File: src/rtl/multicycle_control_pkg.sv
`default_nettype none
// ============================================================================
// Module      : multicycle_control_pkg
// Description : Shared definitions for the multi-cycle MIPS-subset control
//               unit: opcode constants, state encoding (4-bit binary with
//               HALT at 4'hF), ALU operation and ALU B-source codes, and the
//               one-hot opcode decode record.
// Revision    : 1.0  initial release
// ============================================================================
package multicycle_control_pkg;

    // Supported opcodes, taken from IR[31:26]
    localparam logic [5:0] OP_RTYPE = 6'b000000;
    localparam logic [5:0] OP_ADDI  = 6'b001000;
    localparam logic [5:0] OP_LW    = 6'b100011;
    localparam logic [5:0] OP_SW    = 6'b101011;
    localparam logic [5:0] OP_BEQ   = 6'b000100;
    localparam logic [5:0] OP_BNE   = 6'b000101;
    localparam logic [5:0] OP_BGTZ  = 6'b000111;

    // ALU operation select
    localparam logic [1:0] ALU_ADD   = 2'b00;
    localparam logic [1:0] ALU_SUB   = 2'b01;
    localparam logic [1:0] ALU_FUNCT = 2'b10;

    // ALU B-operand source select
    localparam logic [1:0] SRCB_RT      = 2'b00;
    localparam logic [1:0] SRCB_FOUR    = 2'b01;
    localparam logic [1:0] SRCB_IMM     = 2'b10;
    localparam logic [1:0] SRCB_IMM_SH2 = 2'b11;

    typedef enum logic [3:0] {
        S_FETCH  = 4'h0,
        S_DECODE = 4'h1,
        S_EXEC_R = 4'h2,
        S_EXEC_I = 4'h3,
        S_MEM_RD = 4'h4,
        S_MEM_WR = 4'h5,
        S_WB_R   = 4'h6,
        S_WB_I   = 4'h7,
        S_WB_MEM = 4'h8,
        S_BRANCH = 4'h9,
        S_HALT   = 4'hF
    } state_t;

    // One-hot opcode classification; exactly one field is set
    typedef struct packed {
        logic r_type;
        logic addi;
        logic lw;
        logic sw;
        logic beq;
        logic bne;
        logic bgtz;
        logic illegal;
    } op_dec_t;

endpackage : multicycle_control_pkg
`default_nettype wire

File: src/rtl/multicycle_control_opdecode.sv
`default_nettype none
// ============================================================================
// Module      : multicycle_control_opdecode
// Description : Purely combinational opcode classifier. Maps the 6-bit
//               opcode onto a one-hot record; anything outside the supported
//               subset raises the illegal flag.
// Ports       : opcode  in  6   IR[31:26]
//               dec     out 8   one-hot {r_type,addi,lw,sw,beq,bne,bgtz,illegal}
// Revision    : 1.0  initial release
// ============================================================================
module multicycle_control_opdecode
    import multicycle_control_pkg::*;
(
    input  logic [5:0] opcode,
    output op_dec_t    dec
);

    always_comb begin
        dec = '0;
        case (opcode)
            OP_RTYPE: dec.r_type  = 1'b1;
            OP_ADDI:  dec.addi    = 1'b1;
            OP_LW:    dec.lw      = 1'b1;
            OP_SW:    dec.sw      = 1'b1;
            OP_BEQ:   dec.beq     = 1'b1;
            OP_BNE:   dec.bne     = 1'b1;
            OP_BGTZ:  dec.bgtz    = 1'b1;
            default:  dec.illegal = 1'b1;
        endcase
    end

endmodule : multicycle_control_opdecode
`default_nettype wire

File: src/rtl/multicycle_control.sv
`default_nettype none
// ============================================================================
// Module      : multicycle_control
// Description : Control FSM for a multi-cycle MIPS-subset datapath sharing a
//               single memory port and ALU. Sequences FETCH/DECODE/EXEC/MEM/
//               WB steps, waits on a memory-ready handshake and halts via a
//               watchdog if memory never answers.
// Parameters  : TIMEOUT  cycles to wait for mem_ready before halting
//               TO_W     watchdog width, 2**TO_W > TIMEOUT
// Ports       : clk, rst_n (async active-low)
//               opcode, zero, alu_res_msb, mem_ready        - status inputs
//               pc_wr, pc_src, iord, mem_rd, mem_wr, ir_wr,
//               reg_wr, reg_dst, mem_to_reg, alu_src_a,
//               alu_src_b[1:0], alu_op[1:0], ext_op        - datapath controls
//               illegal_op (pulse), halted (sticky)        - status outputs
// Revision    : 1.0  initial release
// ============================================================================
module multicycle_control
    import multicycle_control_pkg::*;
#(
    parameter int TIMEOUT = 255,
    parameter int TO_W    = 16
)
(
    input  logic       clk,
    input  logic       rst_n,
    input  logic [5:0] opcode,
    input  logic       zero,
    input  logic       alu_res_msb,
    input  logic       mem_ready,
    output logic       pc_wr,
    output logic       pc_src,
    output logic       iord,
    output logic       mem_rd,
    output logic       mem_wr,
    output logic       ir_wr,
    output logic       reg_wr,
    output logic       reg_dst,
    output logic       mem_to_reg,
    output logic       alu_src_a,
    output logic [1:0] alu_src_b,
    output logic [1:0] alu_op,
    output logic       ext_op,
    output logic       illegal_op,
    output logic       halted
);

    localparam logic [TO_W-1:0] WDOG_LAST = TO_W'(TIMEOUT - 1);

    state_t          state;
    state_t          state_nxt;
    logic [TO_W-1:0] wdog;
    op_dec_t         dec;
    logic            is_mem_state;
    logic            wdog_expire;

    multicycle_control_opdecode u_opdecode (
        .opcode (opcode),
        .dec    (dec)
    );

    assign is_mem_state = (state == S_FETCH) || (state == S_MEM_RD) || (state == S_MEM_WR);

    // The counter holds the number of stalled cycles already spent; the
    // current stalled cycle is the TIMEOUT-th one when it equals TIMEOUT-1.
    // A mem_ready in that same cycle takes priority over the timeout.
    assign wdog_expire = is_mem_state && !mem_ready && (wdog == WDOG_LAST);

    always_ff @(posedge clk or negedge rst_n) begin
        if (!rst_n) begin
            state <= S_FETCH;
            wdog  <= '0;
        end else begin
            state <= state_nxt;
            // Any exit from a memory state (or the halt) clears the count,
            // so each new memory state starts from zero.
            if (is_mem_state && !mem_ready && !wdog_expire) begin
                wdog <= wdog + 1'b1;
            end else begin
                wdog <= '0;
            end
        end
    end

    always_comb begin
        state_nxt  = state;
        pc_wr      = 1'b0;
        pc_src     = 1'b0;
        iord       = 1'b0;
        mem_rd     = 1'b0;
        mem_wr     = 1'b0;
        ir_wr      = 1'b0;
        reg_wr     = 1'b0;
        reg_dst    = 1'b0;
        mem_to_reg = 1'b0;
        alu_src_a  = 1'b0;
        alu_src_b  = SRCB_RT;
        alu_op     = ALU_ADD;
        ext_op     = 1'b0;
        illegal_op = 1'b0;
        halted     = 1'b0;

        case (state)
            S_FETCH: begin
                mem_rd    = 1'b1;
                alu_src_b = SRCB_FOUR;
                // rst_n qualifies the Mealy enables so nothing is loaded
                // while reset is held, whatever memory reports.
                if (mem_ready && rst_n) begin
                    ir_wr     = 1'b1;
                    pc_wr     = 1'b1;
                    state_nxt = S_DECODE;
                end else if (wdog_expire) begin
                    state_nxt = S_HALT;
                end
            end

            S_DECODE: begin
                // Branch target precomputed here while the register file
                // is read.
                alu_src_b = SRCB_IMM_SH2;
                ext_op    = 1'b1;
                if (dec.r_type) begin
                    state_nxt = S_EXEC_R;
                end else if (dec.addi || dec.lw || dec.sw) begin
                    state_nxt = S_EXEC_I;
                end else if (dec.beq || dec.bne || dec.bgtz) begin
                    state_nxt = S_BRANCH;
                end else begin
                    illegal_op = 1'b1;
                    state_nxt  = S_FETCH;
                end
            end

            S_EXEC_R: begin
                alu_src_a = 1'b1;
                alu_op    = ALU_FUNCT;
                state_nxt = S_WB_R;
            end

            S_EXEC_I: begin
                alu_src_a = 1'b1;
                alu_src_b = SRCB_IMM;
                ext_op    = 1'b1;
                if (dec.lw) begin
                    state_nxt = S_MEM_RD;
                end else if (dec.sw) begin
                    state_nxt = S_MEM_WR;
                end else begin
                    state_nxt = S_WB_I;
                end
            end

            S_MEM_RD: begin
                mem_rd = 1'b1;
                iord   = 1'b1;
                if (mem_ready) begin
                    state_nxt = S_WB_MEM;
                end else if (wdog_expire) begin
                    state_nxt = S_HALT;
                end
            end

            S_MEM_WR: begin
                mem_wr = 1'b1;
                iord   = 1'b1;
                if (mem_ready) begin
                    state_nxt = S_FETCH;
                end else if (wdog_expire) begin
                    state_nxt = S_HALT;
                end
            end

            S_WB_R: begin
                reg_wr    = 1'b1;
                reg_dst   = 1'b1;
                state_nxt = S_FETCH;
            end

            S_WB_I: begin
                reg_wr    = 1'b1;
                state_nxt = S_FETCH;
            end

            S_WB_MEM: begin
                reg_wr     = 1'b1;
                mem_to_reg = 1'b1;
                state_nxt  = S_FETCH;
            end

            S_BRANCH: begin
                alu_src_a = 1'b1;
                alu_op    = ALU_SUB;
                pc_src    = 1'b1;
                pc_wr     = (dec.beq  &  zero) |
                            (dec.bne  & ~zero) |
                            (dec.bgtz & ~zero & ~alu_res_msb);
                state_nxt = S_FETCH;
            end

            S_HALT: begin
                halted = 1'b1;
            end

            default: begin
                state_nxt = S_FETCH;
            end
        endcase
    end

endmodule : multicycle_control
`default_nettype wire

File: config.mk
export PLATFORM = sky130hd
export DESIGN_NAME = multicycle_control
export DESIGN_NICKNAME = d
export VERILOG_FILES = /design/src/rtl/multicycle_control_pkg.sv /design/src/rtl/multicycle_control_opdecode.sv /design/src/rtl/multicycle_control.sv
export SDC_FILE = /design/constraint.sdc
export NUM_CORES = 1
export LEC_CHECK = 0
export ABC_AREA = 1
export BUFFER_PORTS_ARGS = -buffer_cell sky130_fd_sc_hd__buf_2
export CAP_MARGIN = 20
export CORE_ASPECT_RATIO = 1.1
export CORE_MARGIN = 3
export CORE_UTILIZATION = 38
export CTS_CLUSTER_DIAMETER = 80
export CTS_CLUSTER_SIZE = 30
export DETAILED_ROUTE_END_ITERATION = 16
export SLEW_MARGIN = 15
export SYNTH_ARGS = -nofsm -noshare
export SYNTH_HDL_FRONTEND = slang
export SYNTH_HIERARCHICAL = 1
export SYNTH_SLANG_ARGS = --single-unit
File: constraint.sdc
create_clock -name clk -period 1.4 [get_ports clk]
set_input_delay 0.28 -clock clk [delete_from_list [all_inputs] [get_ports clk]]
set_output_delay 0.28 -clock clk [all_outputs]
set_load 0.01 [all_outputs]
==> run metrics <==
fmax=0.583 GHz; Slew Viols, Final=0; Layout area overhead=62.3%; Pwr Total=slightly below 1000 uW; vias per cell=4.84; Synth Instances=215; Core Area=3500 sq um; max-cap viol count=0; Detail Placement HPWL=2770 um; largest net degree at the start of global routing=22; Root Driver=clkbuf_4; utilization after layout=approximately two thirds; Pre-antenna DRT Iters=4; DRC=0; Crit Path Max Fanout=4; Final Skew=approximately 0.00094 ns; worst hold-check path type=in2reg; Slew headroom=around 79%; Avg Inst Size Synth=slightly below 7 sq um; crit path capture type=output pin; antenna viol nets, final=0; failing checks=setup timing; gpl congestion=0.905; hold path start=mem_ready; clk_lat worst skew=0.30 ns; Reg2Reg Capture Point=wdog[14]; clk buf depth=2; Worst-path clk slew=0.11 ns; initial antenna violation count=0; PortBufs=27; DP Cell Count=314; LEAKAGE=0.00104 uW; DIE WIDTH=around 65 um; CTS tree=done; # setup viols final=35; 1st-iter DRT viols=87; All-Layer GR Usage=between 10% and 20%; DR vias=1615; antenna fix cells=0; worst setup path startpoint=state[3]; IO Count=28; pre-CTS setup slack=-0.112 ns; Least-Margin Pin Slew=0.308 ns; flop2flop setup slack=-0.13 ns; row count=22; Setup CP Type=reg2out; Min Clock Period, post-route=approximately 1.7 ns; total grt overflow=0; Worst EP arrival=1.43 ns; share of post-route cells with drive strength above 1=a little over half; DIE HEIGHT=71.0 um; Reg2Reg Launch Point=wdog[0]; Worst Hold End=state[2]; starting density of the core=a little over two fifths; synth warn=6; Post-Syn Area=around 1500 sq um; post-DR wirelength/cell=around 12 um; vias in the first global route=1492; status=complete, but fails checks; RSZ-0062 raised after global routing=yes; Setup TNS=-4.47 ns; H-tree levels=1; Die ar.=about 4600 sq um; final hold violation count=0; period utilization=122%; cts bufs inserted=3; final worst slack=-0.314 ns; Net Count, Synth=~230; required time of the critical path=1.12 ns; worst-case reg-to-reg path depth=9; worst vdd ir=0.000473 V; Clock Sinks=20; final wirelength=3990 um; pwr dens=413 nW/um^2; WHS Path Cells=4; Setup crit start kind=flip-flop; first-pass GRT wire length=about 6600 um; Finished Layout Cells=334; # nets final=300
[power breakdown]
group,internal (uW),switching [uW]
clock network,159,178
logic,23.2,41.7
registers,577,0
[cell usage in the layout, fill, tap and decap left out, types with 2 or more instances in the layout]
cell type  count
nor2_4        11
buf_6         15
dfrtp_2        4
nand4_1        4
buf_4         31
inv_4          3
ha_2           2
nand2_2        9
nor3_4         3
nor3_2         5
nor3_1         5
nand3_2        3
xor2_1         3
nand2_4        2
nand2_1       23
clkbuf_4       3
inv_1         24
nand2_8        2
o21ai_0        4
nand3_1       11
nor2_1        33
buf_2         21
dfrtp_1       16
nor2_2        16
a21oi_1        2
nand3_4        3
xnor2_1        3
nor3b_2        4
inv_2          8
[worst max-delay path, cell delays in order, from the launching register on]
cell,delay [ns]
dfrtp_2,0.42
inv_2,0.09
buf_4,0.14
nor3_2,0.19
o21bai_1,0.15
buf_2,0.15
[routing by layer]
metal,part of all wire (%),track usage (%)
met1,41,21.7
met2,54,32.0
met3,3.7,2.22
met4,1.1,4.84
met5,0,0
[worst max path at each step]
| stage | cells after the start | endpoint |
|---|---|---|
| floorplan | 5 | pc_wr |
| global placement | 11 | state[1] |
| detailed placement | 9 | wdog[10] |
| CTS | 4 | pc_wr |
| global route | 5 | reg_wr |
| finish | 5 | reg_wr |
[sequential cells by signal (all words and copies together) (netlist names)]
register / flops
state: 4
wdog: 16
[area by class of cell]
cell class / instances / area (sq um)
fill: 282 / 1130
clock buffer: 4 / 36.3
tap: 48 / 60.1
inverter: 35 / 139
timing repair buffer: 69 / 537
sequential: 20 / 505
multi-input combinational: 158 / 1090
[repair_timing]
item / CTS / global route
endpoints found under the setup margin: 36 / 37
buffers inserted: 13 / 4
hold buffers: 1 / 0
pin swaps: 8 / 15
resized for setup: 42 / 55
hold endpoints to repair: 20 / 0
cloned: 1 / 0
[per-stage QoR]
step	cell area, sq um	hold WS (ns)
detailed placement	1840	0.307
CTS	2150	0.308
finish	2370	0.329
global route	2370	0.355
global placement	1840	0.300
floorplan	1470	-0.0156
(Power assumes the default switching activity.)
